### src/rtl/k2_pkg.sv
// rtl/k2_pkg.sv - shared types and instruction field positions for the K2 fetch unit
package k2_pkg;

    typedef enum logic [1:0] {
        IDLE = 2'd0,
        LOAD = 2'd1,
        RUN  = 2'd2,
        HALT = 2'd3
    } fetch_state_t;

    // Bit positions inside an 8-bit K2 instruction word
    localparam int J_BIT   = 7;
    localparam int C_BIT   = 6;
    localparam int D_MSB   = 5;
    localparam int D_LSB   = 4;
    localparam int S_BIT   = 3;
    localparam int IMM_MSB = 2;

    typedef struct packed {
        logic       j;
        logic       c;
        logic [1:0] d;
        logic       s_reg;
        logic [2:0] imm;
    } k2_instr_t;

endpackage

### src/rtl/k2_instr_mem.sv
// rtl/k2_instr_mem.sv - instruction RAM, one synchronous write port and one synchronous read port
//
// Ports:
//   clk              rising-edge clock
//   wr_en/wr_addr/wr_data   write port (loader side)
//   rd_en/rd_addr    read request; rd_data updates on the next edge when rd_en=1
//   rd_data          registered read data, holds while rd_en=0
// Contents and the read register are deliberately not reset.
module k2_instr_mem #(
    parameter int ADDR_BITS  = 4,
    parameter int INSTR_BITS = 8
) (
    input  logic                  clk,
    input  logic                  wr_en,
    input  logic [ADDR_BITS-1:0]  wr_addr,
    input  logic [INSTR_BITS-1:0] wr_data,
    input  logic                  rd_en,
    input  logic [ADDR_BITS-1:0]  rd_addr,
    output logic [INSTR_BITS-1:0] rd_data
);

    logic [INSTR_BITS-1:0] mem_q [2**ADDR_BITS];
    logic [INSTR_BITS-1:0] rd_data_q;

    always_ff @(posedge clk) begin
        if (wr_en) begin
            mem_q[wr_addr] <= wr_data;
        end
        if (rd_en) begin
            rd_data_q <= mem_q[rd_addr];
        end
    end

    assign rd_data = rd_data_q;

endmodule

### src/rtl/k2_fetch_unit.sv
// rtl/k2_fetch_unit.sv - K2 instruction fetch stage: loader, PC sequencing and field split
//
// Ports:
//   clk, rst                 clock, asynchronous active-high reset
//   load_valid/load_ready    loader handshake; load_addr/load_data word, load_done ends the load
//   start, halt_req, stall   execution control
//   jcf                      jump taken for the presented instruction
//   pc, instr, instr_valid   presented instruction and its address
//   j, c, d, s_reg, imm      decoded fields of instr
//   state                    FSM state (debug)
module k2_fetch_unit
    import k2_pkg::*;
#(
    parameter int ADDR_BITS  = 4,
    parameter int INSTR_BITS = 8
) (
    input  logic                  clk,
    input  logic                  rst,
    input  logic                  load_valid,
    output logic                  load_ready,
    input  logic [ADDR_BITS-1:0]  load_addr,
    input  logic [INSTR_BITS-1:0] load_data,
    input  logic                  load_done,
    input  logic                  start,
    input  logic                  halt_req,
    input  logic                  stall,
    input  logic                  jcf,
    output logic [ADDR_BITS-1:0]  pc,
    output logic [INSTR_BITS-1:0] instr,
    output logic                  instr_valid,
    output logic                  j,
    output logic                  c,
    output logic [1:0]            d,
    output logic                  s_reg,
    output logic [2:0]            imm,
    output logic [1:0]            state
);

    fetch_state_t          state_q, state_d;
    logic [ADDR_BITS-1:0]  pc_q, pc_d;
    logic                  rd_en;
    logic                  wr_en;
    logic                  rd_seen_q;
    logic [INSTR_BITS-1:0] rd_data;
    k2_instr_t             cur;

    always_ff @(posedge clk or posedge rst) begin
        if (rst) begin
            state_q   <= IDLE;
            pc_q      <= '0;
            rd_seen_q <= 1'b0;
        end else begin
            state_q <= state_d;
            pc_q    <= pc_d;
            if (rd_en) begin
                rd_seen_q <= 1'b1;
            end
        end
    end

    // The RAM is read at the next PC, so the word lands on instr in the same
    // edge that pc_q takes that address; a jump therefore costs no bubble.
    always_comb begin
        state_d = state_q;
        pc_d    = pc_q;
        rd_en   = 1'b0;
        wr_en   = 1'b0;
        case (state_q)
            IDLE: begin
                if (load_valid) begin
                    state_d = LOAD;
                end else if (start) begin
                    state_d = RUN;
                    pc_d    = '0;
                    rd_en   = 1'b1;
                end
            end
            LOAD: begin
                wr_en = load_valid;
                if (load_done) begin
                    state_d = IDLE;
                end
            end
            RUN: begin
                if (halt_req) begin
                    state_d = HALT;
                end else if (!stall) begin
                    rd_en = 1'b1;
                    pc_d  = jcf ? ADDR_BITS'(cur.imm) : pc_q + ADDR_BITS'(1);
                end
            end
            HALT: begin
                if (start) begin
                    state_d = RUN;
                    pc_d    = '0;
                    rd_en   = 1'b1;
                end else if (load_valid) begin
                    state_d = LOAD;
                end
            end
            default: state_d = IDLE;
        endcase
    end

    // Write enable comes from the registered state, so an asserted rst
    // suppresses any write that was about to happen.
    k2_instr_mem #(
        .ADDR_BITS  (ADDR_BITS),
        .INSTR_BITS (INSTR_BITS)
    ) u_mem (
        .clk     (clk),
        .wr_en   (wr_en),
        .wr_addr (load_addr),
        .wr_data (load_data),
        .rd_en   (rd_en),
        .rd_addr (pc_d),
        .rd_data (rd_data)
    );

    // The RAM read register has no reset; mask it until the first fetch
    // after reset so instr reads as zero.
    assign instr       = rd_seen_q ? rd_data : '0;
    assign cur         = k2_instr_t'(instr);
    assign pc          = pc_q;
    assign state       = state_q;
    assign load_ready  = (state_q == LOAD);
    assign instr_valid = (state_q == RUN);
    assign j           = instr[J_BIT];
    assign c           = instr[C_BIT];
    assign d           = instr[D_MSB:D_LSB];
    assign s_reg       = instr[S_BIT];
    assign imm         = instr[IMM_MSB:0];

endmodule

### config.mk
export PLATFORM = sky130hd
export DESIGN_NAME = k2_fetch_unit
export DESIGN_NICKNAME = d
export VERILOG_FILES = /design/src/rtl/k2_pkg.sv /design/src/rtl/k2_instr_mem.sv /design/src/rtl/k2_fetch_unit.sv
export SDC_FILE = /design/constraint.sdc
export NUM_CORES = 1
export LEC_CHECK = 0
export CAP_MARGIN = 20
export CORE_MARGIN = 3
export CORE_UTILIZATION = 52
export DETAILED_ROUTE_END_ITERATION = 8
export PLACE_DENSITY = 0.82
export RECOVER_POWER = 25
export SYNTH_ARGS = -nofsm -noshare
export SYNTH_HDL_FRONTEND = slang
export SYNTH_SLANG_ARGS = --single-unit
### constraint.sdc
create_clock -name clk -period 2.4 [get_ports clk]
set_clock_uncertainty 0.15 [all_clocks]
set_input_delay 0.36 -clock clk [delete_from_list [all_inputs] [get_ports clk]]
set_output_delay 0.36 -clock clk [all_outputs]
set_load 0.02 [all_outputs]
==> flow_metrics.py <==
metrics = {
    "route": {
        "ant_nets": 0,
        "firstDrtPassIters": 6,
        "highest_layer": "met4",
        "drc": 0,
        "routed_via_density": 5.91,
        "dr_wl_met2_um": 6350,
        "wl_per_cell_um": 22.7,
        "routed_wl_um": 12700,
        "drtIter0Drc": 250,
        "vias": 3303,
        "met3WireLength_um": 994,
        "met1_length_um": 5000,
    },
    "placement": {
        "hpwl_um": 8080,
        "post-place-ws_ps": -703,
        "io_buffer_count": 43,
        "place_area_um2": 6820,
        "gp_congestion": 0.812,
    },
    "critical_path": {
        "critPathSlowestCell": "or4b_4",
        "cp_cell_sequence": "or4b_4 -> nand4_1 -> o21ai_4 -> buf_12 -> buf_12 -> mux4_2 -> a22oi_2 -> nand3_1",
        "rr_endpoint": "u_mem.rd_data[0]$_DFFE_PP_",
        "rr_startpoint": "state[0]$_DFFE_PP0P_",
        "slowest_delay_ps": 590,
        "critPathLaunchType": "flop",
        "crit_path_frequent_cell": "buf_12",
        "ff2ff_setup_slack_ps": -220,
        "reg2regPathDepth": 8,
        "arrival_ps": 2610,
        "end_kind": "flop",
        "critPathMaxFanout": 15,
        "required_ps": 2400,
        "critPathKind": "reg2reg",
    },
    "final_layout": {
        "fin_nets": 427,
        "stdcell_area_um2": 7530,
        "finish.utilization_pct": 68.9,
        "final_common_cell": "edfxtp_1",
        "area_growth_pct": 28.3,
        "antenna_cells": 0,
        "drive_above_1_share_pct": 34.4,
        "layout_common_cells": "edfxtp_1 (136), buf_4 (48), clkdlybuf4s50_1 (31)",
    },
    "logic_synthesis": {
        "ys_warn_count": 0,
        "netlist.area_leader.share_pct": 69.5,
        "synth-edff-count": 136,
        "yosys.cell_types.count": 37,
        "ys_seq_elements": 143,
        "syn-cell-area_um2": 5870,
        "netlist_instances": 304,
        "synth.avg_cell_area_um2": 19.3,
        "yosys.area.top_type": "edfxtp_1",
        "async_flop_share_pct": 4.90,
        "ys.flop_type": "edfxtp_1",
        "synth.net_count": 325,
        "yosysSeqAreaShare_pct": 72.5,
        "synthTopCellsByArea": "edfxtp_1 (70%), mux4_2 (7.3%), mux4_1 (5.8%)",
    },
    "sta": {
        "setup-tns-final_ps": -1410,
        "fin_ws_ps": -216,
        "slew_headroom_pct": 55.4,
        "fin_crit_ps": 2620,
        "final-setup-viol-count": 8,
        "fmax_mhz": 382,
        "worst_pin_slew_ps": 666,
        "grt_setup_unrepaired": "true",
        "maxSlewViolCount": 0,
        "hold_viol_final": 0,
        "period_share_pct": 109,
        "hold_slack_ps": 180,
    },
    "power": {
        "ir_drop_mv": 0.747,
        "power.density_nw_per_um2": 1110,
        "p_switching_uw": 2450,
        "leakagePower_uw": 0.00266,
        "swShare_pct": 29.4,
        "p_int_uw": 5880,
        "p_clk_share_pct": 27.8,
        "p_seq_share_pct": 36.3,
        "comb_power_share_pct": 35.9,
    },
    "clock_tree": {
        "clk_latency_ps": 410,
        "cts_buffers": 17,
        "holdBufCountCts": 0,
        "cts_sinks": 143,
        "clk_pin_slew_ps": 60,
        "cts-root-buf": "clkbuf_16",
        "cts_tree": "built",
        "clockBufferDepth": 2,
        "h-tree-depth": 4,
    },
    "floorplanning": {
        "io_pins": 44,
        "dieArea_um2": 12600,
        "start_util_pct": 53.7,
        "die_x_um": 112,
        "core-area_um2": 10900,
        "die-height_um": 112,
        "row_count": 38,
    },
    "grt": {
        "grt_pass1_wl_um": 20000,
        "grt_overflow": 0,
        "grt_pass1_vias": 3463,
        "grt_start_max_net_pins": 18,
        "antenna_found_initial": 0,
        "grt_usage_pct": 21.8,
    },
    "run_status": {
        "status": "finished with violations",
        "violations": "negative setup slack",
    },
    "min_path": {
        "hold_class": "in2async",
    },
    "run": {
        "cap_violations": 0,
    },
}
-- critical path, delay by kind of cell, from the launching register on --
kind,cells,cell delay [ps]
mux,1,310
compound gates,2,280
flops,1,430
buf+inv,2,310
simple gates,3,850
-- kinds of logic after synthesis --
kind of cell | Yosys count | share of synthesized area [%]
flops | 143 | 72.5
simple gates | 77 | 6.84
mux | 35 | 13.6
buf+inv | 25 | 3.17
compound gates | 23 | 3.64
fa+ha+maj | 1 | 0.213
-- what timing repair did --
action                     4_1_cts  5_1_grt
pin swaps                        6        3
gates resized for setup         25        9
setup endpoints to repair       10        9
gates cloned                     1        0
hold endpoints to repair         0        0
setup buffers                    4        0
-- area by class of cell --
class,instances,area [um^2]
clock buffer,22,474
inverter,6,25.0
clock inverter,10,62.6
fill,676,3400
multi-input combinational,136,1530
sequential,143,4260
tap,140,175
timing repair buffer,102,1000
-- power by group through the flow --
stage / sequential [uW] / clock [uW] / combinational (uW)
after global routing: 3030 / 2460 / 3170
after CTS: 3010 / 2350 / 2960
after floorplan: 3080 / 0 / 1590
after global placement: 3060 / 0 / 2620
final: 3020 / 2320 / 2990
after detailed placement: 3060 / 0 / 2670
-- synth_stat cells, types with 3 or more instances --
cell type  count
nor2_1        17
edfxtp_1     136
buf_6          5
nand2b_1       4
nand2_1        6
nand3_1       28
mux4_2        19
buf_2          3
buf_4         10
nor3_1         5
a22oi_1        9
mux4_1        13
mux2i_1        3
dfrtp_1        7
inv_1          4
o21ai_0        3
and2_1         8
-- sequential cells by signal, summed over array words and instances (netlist names) --
name / cells
u_mem.mem_q: 128
rd_seen_q: 1
pc: 4
state: 2
u_mem.rd_data: 8
-- worst max-delay path by stage --
stage,from,end,depth (start not counted)
after CTS,u_mem.rd_data[0]$_DFFE_PP_,u_mem.rd_data[7]$_DFFE_PP_,8
after detailed placement,jcf,u_mem.rd_data[3]$_DFFE_PP_,9
after global placement,jcf,u_mem.rd_data[1]$_DFFE_PP_,9
final,state[0]$_DFFE_PP0P_,u_mem.rd_data[0]$_DFFE_PP_,8
after floorplan,state[1]$_DFFE_PP0P_,u_mem.mem_q[12][0]$_DFFE_PP_,5
after global routing,u_mem.rd_data[0]$_DFFE_PP_,u_mem.rd_data[6]$_DFFE_PP_,10
-- through the flow --
step                total power, uW  instances
floorplan                      4670        304
global placement               5680        522
detailed placement             5730        522
CTS                            8320        559
global route                   8660        559
finish                         8330        559
-- per-layer routing --
metal  GRT usage [%]  vias up
met1            29.0     1649
met5               0        -
li1                -     1443
met3            5.34       24
met2            34.8      187
met4            9.21        0
Power figures use the tool's default switching activity.
